<file path="config.mk">
export PLATFORM = sky130hd
export DESIGN_NAME = or3_vector_sweeper
export DESIGN_NICKNAME = d
export VERILOG_FILES = /design/src/rtl/or3_sweep_pkg.sv /design/src/rtl/or3_vector_sweeper_settle_timer.sv /design/src/rtl/or3_vector_sweeper.sv
export SDC_FILE = /design/constraint.sdc
export NUM_CORES = 1
export LEC_CHECK = 0
export BUFFER_PORTS_ARGS = -buffer_cell sky130_fd_sc_hd__buf_2
export CAP_MARGIN = 20
export CELL_PAD_IN_SITES_DETAIL_PLACEMENT = 0
export CELL_PAD_IN_SITES_GLOBAL_PLACEMENT = 1
export CORE_UTILIZATION = 39
export CTS_CLUSTER_DIAMETER = 60
export DETAILED_ROUTE_END_ITERATION = 8
export GPL_TIMING_DRIVEN = 0
export PLACE_DENSITY = 0.72
export SYNTH_ARGS = -nofsm -noshare
export SYNTH_HDL_FRONTEND = slang
export SYNTH_SLANG_ARGS = --single-unit
</file>
<file path="constraint.sdc">
create_clock -name clk -period 1.9 [get_ports clk]
set_input_delay 0.095 -clock clk [delete_from_list [all_inputs] [get_ports clk]]
set_output_delay 0.095 -clock clk [all_outputs]
set_load 0.1 [all_outputs]
</file>
<file path="src/rtl/or3_sweep_pkg.sv">
// Shared state encoding, sweep constants and the reference gate function
// used by the three-input OR gate stimulus sweeper.
package or3_sweep_pkg;

    typedef enum logic [1:0] {
        ST_IDLE   = 2'd0,
        ST_SETTLE = 2'd1,
        ST_SAMPLE = 2'd2,
        ST_DONE   = 2'd3
    } sweep_state_e;

    localparam logic [2:0] VEC_LAST = 3'd7;
    localparam int         ERR_W    = 4;
    localparam logic [ERR_W-1:0] ERR_MAX = 4'd8;

    // Returns {expected d, expected y} for a vector ordered {a,b,c}.
    function automatic logic [1:0] or3_expect(input logic [2:0] vec);
        return {vec[2] | vec[1], |vec};
    endfunction

endpackage

</file>
<file path="src/rtl/or3_vector_sweeper_settle_timer.sv">
// Per-vector settle counter: clear wins over count-enable, tc_o flags the last
// settle cycle (count == SETTLE_CYCLES-1). One-cycle registered count, no backpressure.
module settle_timer #(
    parameter int SETTLE_CYCLES = 4
) (
    input  logic clk,
    input  logic rst_n,
    input  logic clr_i,
    input  logic en_i,
    output logic tc_o
);

    localparam logic [7:0] TC_VAL = 8'(SETTLE_CYCLES - 1);

    logic [7:0] cnt_q, cnt_d;

    always_comb begin
        cnt_d = cnt_q;
        if (clr_i) begin
            cnt_d = '0;
        end else if (en_i) begin
            cnt_d = cnt_q + 8'd1;
        end
    end

    always_ff @(posedge clk or negedge rst_n) begin
        if (!rst_n) begin
            cnt_q <= '0;
        end else begin
            cnt_q <= cnt_d;
        end
    end

    assign tc_o = (cnt_q == TC_VAL);

endmodule

</file>
<file path="src/rtl/or3_vector_sweeper.sv">
// Sweeps {a,b,c} through 000..111, holding each SETTLE_CYCLES then sampling d_in/y_in;
// done pulses 8*(SETTLE_CYCLES+1) cycles after start is accepted. start is ignored while busy/done.
// Scoring (err_cnt, pass, fail_valid, first_fail_vec) only exists when OR3_SELF_CHECK_EN is defined.
module or3_vector_sweeper
    import or3_sweep_pkg::*;
#(
    parameter int SETTLE_CYCLES = 4
) (
    input  logic             clk,
    input  logic             rst_n,
    input  logic             start,
    input  logic             d_in,
    input  logic             y_in,
    output logic             a,
    output logic             b,
    output logic             c,
    output logic             busy,
    output logic             done,
    output logic [ERR_W-1:0] err_cnt,
    output logic             pass,
    output logic             fail_valid,
    output logic [2:0]       first_fail_vec
);

    sweep_state_e state_q, state_d;
    logic [2:0]   vec_q, vec_d;
    logic         busy_q, busy_d;
    logic         done_q, done_d;
    logic         tmr_clr, tmr_en, tmr_tc;
    logic         start_acc, in_sample, last_vec;

    settle_timer #(
        .SETTLE_CYCLES(SETTLE_CYCLES)
    ) u_settle_timer (
        .clk   (clk),
        .rst_n (rst_n),
        .clr_i (tmr_clr),
        .en_i  (tmr_en),
        .tc_o  (tmr_tc)
    );

    assign start_acc = (state_q == ST_IDLE) && start;
    assign in_sample = (state_q == ST_SAMPLE);
    assign last_vec  = (vec_q == VEC_LAST);

    always_comb begin
        state_d = state_q;
        vec_d   = vec_q;
        busy_d  = busy_q;
        done_d  = 1'b0;
        tmr_clr = 1'b0;
        tmr_en  = 1'b0;
        case (state_q)
            ST_IDLE: begin
                if (start) begin
                    vec_d   = 3'd0;
                    busy_d  = 1'b1;
                    tmr_clr = 1'b1;
                    state_d = ST_SETTLE;
                end
            end
            ST_SETTLE: begin
                if (tmr_tc) begin
                    state_d = ST_SAMPLE;
                end else begin
                    tmr_en = 1'b1;
                end
            end
            ST_SAMPLE: begin
                tmr_clr = 1'b1;
                // done rises on the same edge busy drops and pass settles
                if (last_vec) begin
                    busy_d  = 1'b0;
                    done_d  = 1'b1;
                    state_d = ST_DONE;
                end else begin
                    vec_d   = vec_q + 3'd1;
                    state_d = ST_SETTLE;
                end
            end
            ST_DONE: begin
                state_d = ST_IDLE;
            end
        endcase
    end

    always_ff @(posedge clk or negedge rst_n) begin
        if (!rst_n) begin
            state_q <= ST_IDLE;
            vec_q   <= 3'd0;
            busy_q  <= 1'b0;
            done_q  <= 1'b0;
        end else begin
            state_q <= state_d;
            vec_q   <= vec_d;
            busy_q  <= busy_d;
            done_q  <= done_d;
        end
    end

    assign {a, b, c} = vec_q;
    assign busy      = busy_q;
    assign done      = done_q;

`ifdef OR3_SELF_CHECK_EN
    logic [ERR_W-1:0] err_cnt_q, err_cnt_d;
    logic             pass_q, pass_d;
    logic             fail_valid_q, fail_valid_d;
    logic [2:0]       first_fail_q, first_fail_d;
    logic             mismatch;

    assign mismatch = ({d_in, y_in} != or3_expect(vec_q));

    always_comb begin
        err_cnt_d    = err_cnt_q;
        pass_d       = pass_q;
        fail_valid_d = fail_valid_q;
        first_fail_d = first_fail_q;
        if (start_acc) begin
            err_cnt_d    = '0;
            pass_d       = 1'b0;
            fail_valid_d = 1'b0;
        end else if (in_sample) begin
            if (mismatch) begin
                if (err_cnt_q != ERR_MAX) begin
                    err_cnt_d = err_cnt_q + ERR_W'(1);
                end
                if (!fail_valid_q) begin
                    fail_valid_d = 1'b1;
                    first_fail_d = vec_q;
                end
            end
            if (last_vec) begin
                pass_d = (err_cnt_d == '0);
            end
        end
    end

    always_ff @(posedge clk or negedge rst_n) begin
        if (!rst_n) begin
            err_cnt_q    <= '0;
            pass_q       <= 1'b0;
            fail_valid_q <= 1'b0;
            first_fail_q <= 3'd0;
        end else begin
            err_cnt_q    <= err_cnt_d;
            pass_q       <= pass_d;
            fail_valid_q <= fail_valid_d;
            first_fail_q <= first_fail_d;
        end
    end

    assign err_cnt        = err_cnt_q;
    assign pass           = pass_q;
    assign fail_valid     = fail_valid_q;
    assign first_fail_vec = first_fail_q;
`else
    logic unused_gate_inputs;
    assign unused_gate_inputs = d_in ^ y_in ^ start_acc ^ in_sample;

    assign err_cnt        = '0;
    assign pass           = 1'b0;
    assign fail_valid     = 1'b0;
    assign first_fail_vec = 3'd0;
`endif

endmodule

</file>
# After elaboration in Yosys (flattened, before gate mapping)
# Cells that the tools add are included.
# word_totals
latch_bits,0
romBits,0
inputBits,5
n_memories,0
ff_bits,15
out_inout_bits,14
ram_bits,0
word_cells,40
# op_classes
n_bitwise,0
mux,18
shifts,0
magnitude_cmp,0
eq_ne,9
multipliers,0
div,0
reduce_logical,6
add_sub_neg,2
# ops
cell,n
$mux 8,2
$add 8x1->8 const B,1
$eq 8x2->1 const B,1
$pmux 2 s4,1
$mux 1,7
$mux 2,3
$mux 3,2
$ne 2x2->1 const B,3
$pmux 3 s2,1
$reduce_and 3->1,2
$eq 2x2->1 const B,2
$pmux 1 s2,2
$reduce_bool 2->1,2
$add 3x1->3 const B,1
$eq 3x3->1 const B,1
$eq 2x1->1 const B,1
$logic_not 2->1,1
$ne 2x1->1 const B,1
$reduce_and 2->1,1

# Longest topological paths before layout
# Gate-level depths: netlist of run 1.
# depth
word_depth,5
ltp_mapped,5
depth_no_buf,5

# Cells and area by module
# A second synthesis of run 1 with hierarchy kept.
# unflattened
cells_unflattened,80
hier_area_um2,830.8
# modules_own_cells
mod,cells_per_inst,area_per_inst_um2,seq_area_each_um2,instances
or3_vector_sweeper,40,419.2,175.2,1
settle_timer,40,411.6,200.2,1

# Worst setup path before layout of run 1
# OpenSTA, ideal clock, no wires.
# synth_timing
path_type,register -> register
start,register vec_q[0]
end,register vec_q[0]
stages_incl_launch_ff,6
arrival_ns,1.958
n_path_buf,0
t_required_ns,1.778
slack_ns,-0.180
setup_time_ns,0.122
synth_period_minus_slack_ns,2.080
cell_sequence,dfrtp_1 > ha_1 > ha_1 > nor2_1 > mux2_2 > a22o_2
# synth_via
elab_chain_cells,3
word_cells_on_any_way,6
classes_between,add/sub: 1; eq/ne: 2; mux: 2; reduce/logical: 1
# synth_lines
item,line_no,text
start: declaration,or3_vector_sweeper.sv:26,"logic [2:0] vec_q, vec_d;"
start signal: assignment,or3_vector_sweeper.sv:95,vec_q <= vec_d;
$add 3x1->3 / $eq 3x3->1 (equally long branches),"or3_vector_sweeper.sv:77, or3_vector_sweeper.sv:44",
$mux 3 / $ne 2x2->1 (equally long branches),n/a,
$pmux 3 s2 / $reduce_and 3->1 (equally long branches),n/a,
# Several ways; a longest one is shown, not always the timed one. The select of a mux whose other input is x is not followed.
# A chain may end at the register's enable or synchronous reset.

# Worst setup path after layout of run 1
# layout_timing
start,register state_q[1]
end,register u_settle_timer.cnt_q[7]
# layout_via
elab_chain_cells,3
word_cells_on_any_way,7
classes_between,eq/ne: 2; mux: 3; reduce/logical: 2
# layout_lines
item,line_no,text
start: declaration,or3_vector_sweeper.sv:25,"sweep_state_e state_q, state_d;"
start signal: assignment,or3_vector_sweeper.sv:94,state_q <= state_d;
"$eq 2x2->1, or another cell as far along",or3_vector_sweeper.sv:53,case (state_q)
$pmux 1 s2 / $mux 1 (equally long branches),or3_vector_sweeper.sv:53,
$mux 8 / $reduce_bool 2->1 (equally long branches),n/a,
end signal: assignment,or3_vector_sweeper_settle_timer.sv:30,cnt_q <= cnt_d;
end: declaration,or3_vector_sweeper_settle_timer.sv:15,"logic [7:0] cnt_q, cnt_d;"
# Several ways; a longest one is shown, not always the timed one.

==> insert_results.sql, run 1 <==
INSERT INTO impl_metrics (metric_group, metric, value, unit) VALUES
('synthesis', 'synth_cell_type_count', '28', ''),
('detailed_routing', 'initialDrtViolationCount', '9', ''),
('synthesis', 'synth_enable_flop_cells', '0', ''),
('synthesis', 'syn_area_per_cell', '10.1', 'µm²'),
('timing', 'fin_crit', '1.50', 'ns'),
('layout', 'post_route_cells_drive_above_1_share', '31.7', '%'),
('placed_design', 'hpwl', '1.08', 'mm'),
('timing', 'relSlewSlack', '62.7', '%'),
('pwr', 'switching_power_share_of_the_total', '44.7', '%'),
('floorplan', 'coreArea', '0.00200', 'mm²'),
('layout', 'insertedDiodeCount', '0', ''),
('clocking', 'cts_tree', 'done', ''),
('worst_setup_path', 'critPathLaunchType', 'flop', ''),
('clocking', 'clock_latency', '0.28', 'ns'),
('detailed_routing', 'vias_after_detailed_routing', '611', ''),
('worst_setup_path', 'worst_path_fanout_max', '9', ''),
('grt', 'number_of_global_route_vias_before_repair', '557', ''),
('floorplan', 'ios', '19', ''),
('grt', 'largest_net_degree_at_the_start_of_global_routing', '16', ''),
('floorplan', 'floorplan.rows', '16', ''),
('layout', 'areaGrowthSynthToFinish', '16.6', '%'),
('outcome', 'status', 'finished, final reports clean', ''),
('job', 'cap_viol_max_count', '0', ''),
('worst_setup_path', 'cp.required', '2.11', 'ns'),
('grt', 'grt.total_usage', '14.5', '%'),
('detailed_routing', 'final_antenna_net_count', '0', ''),
('clocking', 'cts_inserted_buffers', '3', ''),
('pwr', 'switchingPower', '0.000536', 'W'),
('pwr', 'power.total', '0.00120', 'W'),
('timing', 'final.period_utilization', '79.0', '%'),
('timing', 'timing_worst_slew_pin_value', '0.557', 'ns'),
('clocking', 'ctsRootBufferMaster', 'clkbuf_4', ''),
('pwr', 'irDropWorstVdd', '0.000866', 'V'),
('placed_design', 'portBuffers', '7', ''),
('timing', 'finalHoldViolCount', '0', ''),
('detailed_routing', 'postRouteWirelength', '1.45', 'mm'),
('timing', 'final_max_slew_viol_count', '0', ''),
('placed_design', 'globalplace.congestion', '0.685', ''),
('worst_setup_path', 'worst-r2r-setup-slack', '0.40', 'ns'),
('synthesis', 'syn_area', '846', 'µm²'),
('timing', 'hold_slack', '0.163', 'ns'),
('floorplan', 'initial_core_util', '42.2', '%'),
('floorplan', 'floorplan.die_area', '0.00236', 'mm²'),
('layout', 'final.fill_count', '212', ''),
('timing', 'report.final.setup_viol', '0', ''),
('pwr', 'powerDensity', '1220', 'mW/mm²'),
('pwr', 'power.leakage', '0.480', 'nW'),
('grt', 'number_of_antenna_violations_at_the_first_check_in_global_routing', '0', ''),
('layout', 'final_core_util', '49.3', '%'),
('layout', 'post-route-cell-area', '986', 'µm²'),
('detailed_routing', 'detail_route.wl_per_cell', '11.1', 'µm'),
('placed_design', 'place_area', '948', 'µm²'),
('timing', 'final.setup_skew', '0.00149', 'ns'),
('clocking', 'clk_pin_slew', '0.09', 'ns'),
('synthesis', 'synth-main-ff-cell', 'dfrtp_1', ''),
('floorplan', 'dieHeight', '48.6', 'µm'),
('clocking', 'clock_tree.htree_level_count', '1', ''),
('synthesis', 'synthCells', '84', ''),
('pwr', 'combinationalPowerShare', '47.9', '%'),
('worst_setup_path', 'worst-setup-path-type', 'reg2reg', ''),
('synthesis', 'synth_seq_area_share', '44.4', '%'),
('detailed_routing', 'detailedRoute.firstPassIterationCount', '4', ''),
('grt', 'grt_pass1_wl', '2.59', 'mm'),
('worst_setup_path', 'end_kind', 'flop', ''),
('min_path', 'holdCritPathClass', 'in2reg', ''),
('pwr', 'internal_power', '0.000664', 'W'),
('grt', 'grt_remaining_overflow', '0', ''),
('synthesis', 'synthesis.yosys.warnings', '0', ''),
('pwr', 'seqPwrFrac', '37.0', '%'),
('timing', 'rsz_0062_raised_after_global_routing', 'false', ''),
('synthesis', 'synthArstFlopShare', '100', '%'),
('timing', 'max_clock_freq', '666', 'MHz'),
('clocking', 'tritoncts_num_sinks', '15', ''),
('clocking', 'cts.repair_timing.setup_buffer_count', '0', ''),
('timing', 'tns', '0', 'ns'),
('layout', 'num-nets-final', '113', ''),
('synthesis', 'yosys_register_bits', '15', ''),
('pwr', 'power_frac_clock', '15.1', '%'),
('clocking', 'clockBufferDepth', '2', ''),
('worst_setup_path', 'critPathArrivalTime', '1.71', 'ns'),
('floorplan', 'die_width', '48.6', 'µm'),
('detailed_routing', 'viasPerCell', '4.66', ''),
('detailed_routing', 'post-route-drc-count', '0', '');
-- critical path, stage by stage (launching register included) --
cell,delay [ns]
dfrtp_1,0.39
buf_6,0.13
nand2b_4,0.13
buf_6,0.13
or4_1,0.50
a21oi_1,0.15
-- area by class of cell --
class / instances / area [µm²] / area share [%]
repair buffers: 8 / 45.0 / 4.57
clock inverters: 1 / 5.00 / 0.508
clock buffers: 3 / 22.5 / 2.28
inverters: 4 / 15.0 / 1.52
flip-flops and latches: 15 / 379 / 38.5
multi-input cells: 62 / 395 / 40.1
well taps: 27 / 33.8 / 3.43
plain buffers: 11 / 90.1 / 9.14
-- logic make-up after synthesis --
| logic type | count (synthesis) | synth area share, % |
|---|---|---|
| fa+ha+maj | 3 | 4.44 |
| compound gates | 23 | 18.6 |
| other cells | 1 | 0.443 |
| simple gates | 24 | 16.0 |
| flops | 15 | 44.4 |
| buf+inv | 15 | 12.4 |
| mux | 3 | 3.70 |
-- power groups by stage --
stage          logic (W)  registers, W  clock network [W]
3_5_place_dp    0.000577      0.000451                  0
5_1_grt         0.000629      0.000455           0.000206
6_report        0.000574      0.000444           0.000181
3_3_place_gp    0.000572      0.000448                  0
2_1_floorplan   0.000400      0.000530                  0
4_1_cts         0.000584      0.000445           0.000190
-- per-stage QoR --
stage | worst slack (ns) | std cells
after floorplan | 0.127 | 92
after global placement | 0.427 | 126
after detailed placement | 0.426 | 126
after CTS | 0.393 | 131
after global routing | 0.272 | 131
final | 0.398 | 131
-- timing repair --
item	CTS	global route
hold endpoints to repair	15	0
gates resized for setup	0	0
hold buffers	1	0
-- registers in the layout, indices dropped and copies added, names as in the netlist --
register              count
u_settle_timer.cnt_q      8
vec_q                     3
state_q                   2
busy                      1
done                      1
-- path summary, 6_finish.rpt --
| check | from | end | cells after the start |
|---|---|---|---|
| worst min register to register | u_settle_timer.cnt_q[0] | u_settle_timer.cnt_q[0] | 1 |
| worst max register to register | state_q[1] | u_settle_timer.cnt_q[7] | 5 |
| worst min-delay path | start | busy | 3 |
| worst max-delay path | state_q[1] | u_settle_timer.cnt_q[7] | 5 |
| max in group asynchronous | rst_n | vec_q[1] | 2 |
| min in group asynchronous | rst_n | done | 2 |
-- per-layer routing --
layer | share of wire (%) | GRT usage (%)
met1 | 54 | 21.2
met2 | 42 | 20.9
met3 | 3.5 | 2.83
met4 | 0.97 | 5.88
met5 | 0 | 0
-- cell usage after synthesis (2+ instances only) --
cell	instances	share of area (%)
a22o_1	2	2.1
nand2_1	6	2.7
mux2i_1	2	2.4
buf_6	2	2.7
inv_1	4	1.8
a21oi_1	7	4.1
nand3_1	3	1.8
o21bai_1	2	1.8
a22o_2	3	3.6
dfrtp_1	15	44
buf_4	9	8.0
or4_1	3	2.7
nor2_1	4	1.8
o21ai_0	4	2.4
o31ai_1	3	2.7
ha_1	3	4.4
-- placed cells by master (no fill, tap or decap), types with 4 or more instances in the layout --
cell type,synthesis,layout
inv_1,4,4
buf_4,9,9
dfrtp_1,15,12
o21ai_0,4,4
nand2_1,6,6
a21oi_1,7,7
nor2_1,4,4
buf_2,0,7
conb_1,1,9
No activity file was read; power rests on OpenSTA's default activity.
==> run 2: changes to the inputs <==
CORE_UTILIZATION = 35   (was 39)
PLACE_DENSITY = 0.68   (was 0.72)
clock period = 1.34 ns   (was 1.9 ns; I/O delays follow)
==> insert_results.sql, run 2 (synthesized netlist as in run 1, its figures left out) <==
INSERT INTO impl_metrics (metric_group, metric, value, unit) VALUES
('pwr', 'combinationalPowerShare', '57.5', '%'),
('layout', 'final_cell_mix', 'buf_4, conb_1, dfrtp_1', ''),
('worst_setup_path', 'timing.critical_path.max_delay_family', 'simple AND/OR/NAND/NOR gates', ''),
('floorplan', 'ios', '19', ''),
('layout', 'insertedDiodeCount', '0', ''),
('pwr', 'powerDensity', '1770', 'mW/mm²'),
('layout', 'post_route_cells_drive_above_1_share', '56.4', '%'),
('timing', 'finalHoldViolCount', '0', ''),
('grt', 'grt_pass1_wl', '3.09', 'mm'),
('worst_setup_path', 'cp.required', '1.56', 'ns'),
('min_path', 'holdCritStartpoint', 'start', ''),
('worst_setup_path', 'critical_path_buf_inv_count', '0', ''),
('detailed_routing', 'vias_after_detailed_routing', '718', ''),
('clocking', 'cts_tree', 'done', ''),
('timing', 'final.period_utilization', '107', '%'),
('pwr', 'switching_power_share_of_the_total', '42.6', '%'),
('timing', 'fin_crit', '1.43', 'ns'),
('outcome', 'violations', 'negative setup slack', ''),
('worst_setup_path', 'critPathLaunchType', 'flop', ''),
('floorplan', 'die_width', '51.2', 'µm'),
('floorplan', 'initial_core_util', '37.5', '%'),
('timing', 'final.setup_skew', '0.00311', 'ns'),
('placed_design', 'hpwl', '1.15', 'mm'),
('worst_setup_path', 'worst_path_largest_cell_delay', '0.53', 'ns'),
('clocking', 'clockBufferDepth', '2', ''),
('detailed_routing', 'viasPerCell', '4.95', ''),
('clocking', 'cts_inserted_buffers', '3', ''),
('detailed_routing', 'post-route-drc-count', '0', ''),
('clocking', 'ctsRootBufferMaster', 'clkbuf_4', ''),
('timing', 'smallest_setup_slack_after_layout', '-0.0877', 'ns'),
('layout', 'most_common_library_cell_in_the_layout_ignoring_fill_and_taps', 'buf_4', ''),
('grt', 'number_of_global_route_vias_before_repair', '706', ''),
('placed_design', 'globalplace.congestion', '0.727', ''),
('clocking', 'clk_pin_slew', '0.09', 'ns'),
('detailed_routing', 'detail_route.wl_per_cell', '13.6', 'µm'),
('worst_setup_path', 'regToRegStartpoint', 'u_settle_timer.cnt_q[1]', ''),
('layout', 'num-nets-final', '126', ''),
('worst_setup_path', 'worst_setup_path_startpoint', 'u_settle_timer.cnt_q[1]', ''),
('worst_setup_path', 'end_kind', 'flop', ''),
('detailed_routing', 'postRouteWirelength', '1.97', 'mm'),
('worst_setup_path', 'worst-setup-path-type', 'reg2reg', ''),
('clocking', 'clock_tree.htree_level_count', '1', ''),
('pwr', 'irDropWorstVdd', '0.00113', 'V'),
('layout', 'post-route-cell-area', '0.00122', 'mm²'),
('min_path', 'holdCritPathClass', 'in2reg', ''),
('placed_design', 'portBuffers', '7', ''),
('layout', 'areaGrowthSynthToFinish', '44.7', '%'),
('pwr', 'seqPwrFrac', '30.4', '%'),
('placed_design', 'place_area', '988', 'µm²'),
('detailed_routing', 'initialDrtViolationCount', '15', ''),
('grt', 'grt_remaining_overflow', '0', ''),
('pwr', 'internal_power', '0.00124', 'W'),
('timing', 'final_max_slew_viol_count', '0', ''),
('timing', 'hold_slack', '0.139', 'ns'),
('grt', 'number_of_antenna_violations_at_the_first_check_in_global_routing', '0', ''),
('worst_setup_path', 'worst_path_fanout_max', '3', ''),
('clocking', 'clock_latency', '0.28', 'ns'),
('grt', 'largest_net_degree_at_the_start_of_global_routing', '16', ''),
('timing', 'max_clock_freq', '700', 'MHz'),
('layout', 'largestRegisters', 'u_settle_timer.cnt_q (8), vec_q (3), state_q (2)', ''),
('outcome', 'status', 'finished with violations', ''),
('layout', 'largest_register_ff_count', '8', ''),
('pwr', 'power_frac_clock', '12.1', '%'),
('layout', 'registers.top_by_ff_count', 'u_settle_timer.cnt_q', ''),
('timing', 'report.final.setup_viol', '5', ''),
('pwr', 'power.leakage', '0.547', 'nW'),
('clocking', 'tritoncts_num_sinks', '15', ''),
('pwr', 'switchingPower', '0.000923', 'W'),
('detailed_routing', 'final_antenna_net_count', '0', ''),
('floorplan', 'coreArea', '0.00225', 'mm²'),
('floorplan', 'floorplan.rows', '17', ''),
('floorplan', 'dieHeight', '51.2', 'µm'),
('timing', 'rsz_0062_raised_after_global_routing', 'true', ''),
('pwr', 'power.total', '0.00216', 'W'),
('worst_setup_path', 'critPathArrivalTime', '1.65', 'ns'),
('worst_setup_path', 'cp_slowest_cell', 'or4_1', ''),
('job', 'cap_viol_max_count', '0', ''),
('worst_setup_path', 'critical_path.cell_chain', 'ha_4, nand2_1, or4_1, a21oi_2', ''),
('floorplan', 'floorplan.die_area', '0.00262', 'mm²'),
('grt', 'grt.total_usage', '16.0', '%'),
('detailed_routing', 'detailedRoute.firstPassIterationCount', '4', '');
run 2: worst register-to-register path: stages, from the launching register on:
cell and delay [ns]:
dfrtp_1 0.44, ha_4 0.17, nand2_1 0.09, or4_1 0.54, a21oi_2 0.14
run 2: layout make-up:
type	count	area, µm²
repair buffers	23	164
well taps	28	35.0
inverters	4	15.0
clock buffers	4	26.3
flip-flops and latches	15	390
plain buffers	9	67.6
multi-input cells	62	526
fillers	212	1030
run 2: worst paths after layout:
check	slack [ns]	depth (start not counted)	to
worst max-delay path	-0.09	4	u_settle_timer.cnt_q[6]
worst max register to register	-0.09	4	u_settle_timer.cnt_q[6]
worst min register to register	0.56	2	busy
min in group asynchronous	0.22	2	state_q[0]
max in group asynchronous	0.84	2	vec_q[2]
worst min-delay path	0.14	3	busy
run 2: per-stage QoR:
stage | std cells | setup slack [ns] | setup TNS (ns) | util (%)
finish | 145 | -0.0877 | -0.254 | 54.3
global route | 145 | -0.131 | -0.583 | 54.3
CTS | 141 | -0.0773 | -0.255 | 49.4
floorplan | 92 | -0.225 | -0.731 | -
global placement | 127 | -0.137 | -0.578 | 43.8
detailed placement | 127 | -0.149 | -0.733 | 43.8
run 2: metal layers:
metal  GRT usage [%]  wire length, µm  up-vias
met3            5.65              100        0
met1            20.3              912      343
met5               0                0        -
met2            25.7              955       21
met4            4.17                0        0
li1                -                -      354
run 2: power by group through the flow:
stage | registers [W] | logic, W | clock network (W)
floorplan | 0.000772 | 0.000577 | 0
global placement | 0.000654 | 0.000820 | 0
detailed placement | 0.000662 | 0.000832 | 0
CTS | 0.000625 | 0.00106 | 0.000272
global route | 0.000676 | 0.00133 | 0.000286
finish | 0.000658 | 0.00124 | 0.000262
run 2: repair_timing:
action / CTS / global route
hold endpoints to repair: 15 / 0
setup endpoints to repair: 11 / 15
pin swaps: 5 / 12
resized for setup: 6 / 19
gates cloned: 0 / 0
hold buffers: 1 / 0
setup buffers: 10 / 5
==> run 3: changes to the inputs <==
PLACE_DENSITY = default   (was 0.68)
PLACE_DENSITY_LB_ADDON = 0.1   (was default)
==> insert_results.sql, run 3 (synthesized netlist as in run 1, its figures left out) <==
INSERT INTO impl_metrics (metric_group, metric, value, unit) VALUES
('timing', 'final.setup_skew', '0.000820', 'ns'),
('layout', 'areaGrowthSynthToFinish', '41.4', '%'),
('worst_setup_path', 'worst_path_largest_cell_delay', '0.50', 'ns'),
('pwr', 'switching_power_share_of_the_total', '43.3', '%'),
('detailed_routing', 'detailedRoute.firstPassIterationCount', '4', ''),
('placed_design', 'hpwl', '1.17', 'mm'),
('layout', 'registers.top_by_ff_count', 'u_settle_timer.cnt_q', ''),
('placed_design', 'portBuffers', '7', ''),
('floorplan', 'coreArea', '0.00225', 'mm²'),
('layout', 'seq_area', '390', 'µm²'),
('timing', 'smallest_setup_slack_after_layout', '-0.0757', 'ns'),
('detailed_routing', 'final_antenna_net_count', '0', ''),
('layout', 'post_route_cells_drive_above_1_share', '54.9', '%'),
('grt', 'number_of_global_route_vias_before_repair', '670', ''),
('worst_setup_path', 'cp_slowest_cell', 'dfrtp_4', ''),
('timing', 'fin_crit', '1.42', 'ns'),
('floorplan', 'floorplan.die_area', '0.00262', 'mm²'),
('detailed_routing', 'detail_route.wl_per_cell', '12.8', 'µm'),
('worst_setup_path', 'critical_path.cell_chain', 'ha_4, ha_4, mux2_4, a22o_4', ''),
('grt', 'grt.total_usage', '15.5', '%'),
('grt', 'grt_remaining_overflow', '0', ''),
('clocking', 'clock_latency', '0.28', 'ns'),
('clocking', 'cts_tree', 'done', ''),
('detailed_routing', 'post-route-drc-count', '0', ''),
('min_path', 'holdCritPathClass', 'in2reg', ''),
('grt', 'grt_pass1_wl', '2.98', 'mm'),
('timing', 'rsz_0062_raised_after_global_routing', 'true', ''),
('placed_design', 'dp_slack', '-0.163', 'ns'),
('layout', 'most_common_library_cell_in_the_layout_ignoring_fill_and_taps', 'buf_4', ''),
('detailed_routing', 'vias_after_detailed_routing', '699', ''),
('layout', 'num-nets-final', '122', ''),
('floorplan', 'ios', '19', ''),
('floorplan', 'die_width', '51.2', 'µm'),
('pwr', 'combinationalPowerShare', '55.4', '%'),
('pwr', 'irDropWorstVdd', '0.000984', 'V'),
('layout', 'largest_register_ff_count', '8', ''),
('placed_design', 'globalplace.congestion', '0.732', ''),
('layout', 'final_cell_mix', 'buf_4, conb_1, dfrtp_1', ''),
('worst_setup_path', 'crit_top_cell', 'ha_4', ''),
('timing', 'final_max_slew_viol_count', '0', ''),
('worst_setup_path', 'critical_path_buf_inv_count', '0', ''),
('timing', 'tns', '-0.139', 'ns'),
('clocking', 'clockBufferDepth', '2', ''),
('pwr', 'internal_power', '0.00117', 'W'),
('pwr', 'powerDensity', '1730', 'mW/mm²'),
('timing', 'max_clock_freq', '706', 'MHz'),
('timing', 'finalHoldViolCount', '0', ''),
('pwr', 'seqPwrFrac', '31.9', '%'),
('outcome', 'status', 'finished with violations', ''),
('clocking', 'cts_inserted_buffers', '3', ''),
('grt', 'largest_net_degree_at_the_start_of_global_routing', '16', ''),
('timing', 'report.final.setup_viol', '5', ''),
('clocking', 'clk_pin_slew', '0.09', 'ns'),
('outcome', 'violations', 'negative setup slack', ''),
('worst_setup_path', 'critPathArrivalTime', '1.60', 'ns'),
('floorplan', 'dieHeight', '51.2', 'µm'),
('pwr', 'power.leakage', '0.530', 'nW'),
('timing', 'final.period_utilization', '106', '%'),
('floorplan', 'initial_core_util', '37.5', '%'),
('layout', 'largestRegisters', 'u_settle_timer.cnt_q (8), vec_q (3), state_q (2)', ''),
('detailed_routing', 'postRouteWirelength', '1.80', 'mm'),
('layout', 'final.fill_count', '220', ''),
('grt', 'number_of_antenna_violations_at_the_first_check_in_global_routing', '0', ''),
('pwr', 'switchingPower', '0.000896', 'W'),
('clocking', 'clock_tree.htree_level_count', '1', ''),
('job', 'cap_viol_max_count', '0', ''),
('layout', 'insertedDiodeCount', '0', ''),
('floorplan', 'floorplan.rows', '17', ''),
('clocking', 'ctsRootBufferMaster', 'clkbuf_4', ''),
('worst_setup_path', 'timing.critical_path.max_delay_family', 'flip-flops', ''),
('clocking', 'tritoncts_num_sinks', '15', ''),
('layout', 'multi_input_comb_area', '524', 'µm²'),
('worst_setup_path', 'cp.required', '1.52', 'ns'),
('timing', 'hold_slack', '0.106', 'ns'),
('placed_design', 'dpl.cell_count', '127', ''),
('pwr', 'power_frac_clock', '12.7', '%'),
('worst_setup_path', 'worst_path_fanout_max', '6', ''),
('worst_setup_path', 'worst-setup-path-type', 'reg2reg', ''),
('detailed_routing', 'initialDrtViolationCount', '11', ''),
('layout', 'final_cell_count_no_fill', '141', ''),
('detailed_routing', 'viasPerCell', '4.96', ''),
('worst_setup_path', 'critPathLaunchType', 'flop', ''),
('worst_setup_path', 'end_kind', 'flop', '');
-- run 3: metal layers --
metal	track usage, %	wire [µm]
met5	0	0
met4	2.78	0
met2	26.1	923
met3	4.46	74
met1	19.9	803
-- run 3: cell type report --
class | instances | share of cell area, %
timing repair buffer | 19 | 11.5
clock buffer | 4 | 2.20
multi-input combinational | 62 | 43.8
tap | 28 | 2.93
inverter | 4 | 1.26
buffer | 9 | 5.65
sequential | 15 | 32.6
-- run 3: final timing paths --
kind,cells after the start,slack [ns],startpoint,endpoint
max,4,-0.08,vec_q[0],vec_q[0]
max reg2reg,4,-0.08,vec_q[0],vec_q[0]
min in group asynchronous,2,0.21,rst_n,vec_q[2]
min reg2reg,2,0.55,busy,busy
max in group asynchronous,2,0.86,rst_n,vec_q[0]
min,3,0.11,start,busy
-- run 3: what timing repair did --
action / 4_1_cts / 5_1_grt
hold buffers: 1 / 0
setup endpoints to repair: 11 / 15
pin swaps: 4 / 8
buffers inserted: 9 / 2
hold endpoints to repair: 15 / 0
gates resized for setup: 6 / 21
-- run 3: power by group through the flow --
| stage | Clock (W) | Combinational (W) | Sequential [W] |
|---|---|---|---|
| floorplan | 0 | 0.000577 | 0.000772 |
| global placement | 0 | 0.000825 | 0.000657 |
| detailed placement | 0 | 0.000835 | 0.000661 |
| CTS | 0.000266 | 0.00103 | 0.000627 |
| global route | 0.000299 | 0.00123 | 0.000671 |
| finish | 0.000263 | 0.00115 | 0.000659 |
-- run 3: worst reg2reg max path, cell delays in order (launching register included) --
cell and delay, ns:
dfrtp_4 0.50, ha_4 0.17, ha_4 0.17, mux2_4 0.26, a22o_4 0.21
-- run 3: stage by stage --
step	total power (W)	area, µm²	util, %
CTS	0.00193	1110	49.1
floorplan	0.00135	918	-
finish	0.00207	1200	53.1
detailed placement	0.00150	988	43.8
global placement	0.00148	988	43.8
global route	0.00220	1200	53.1
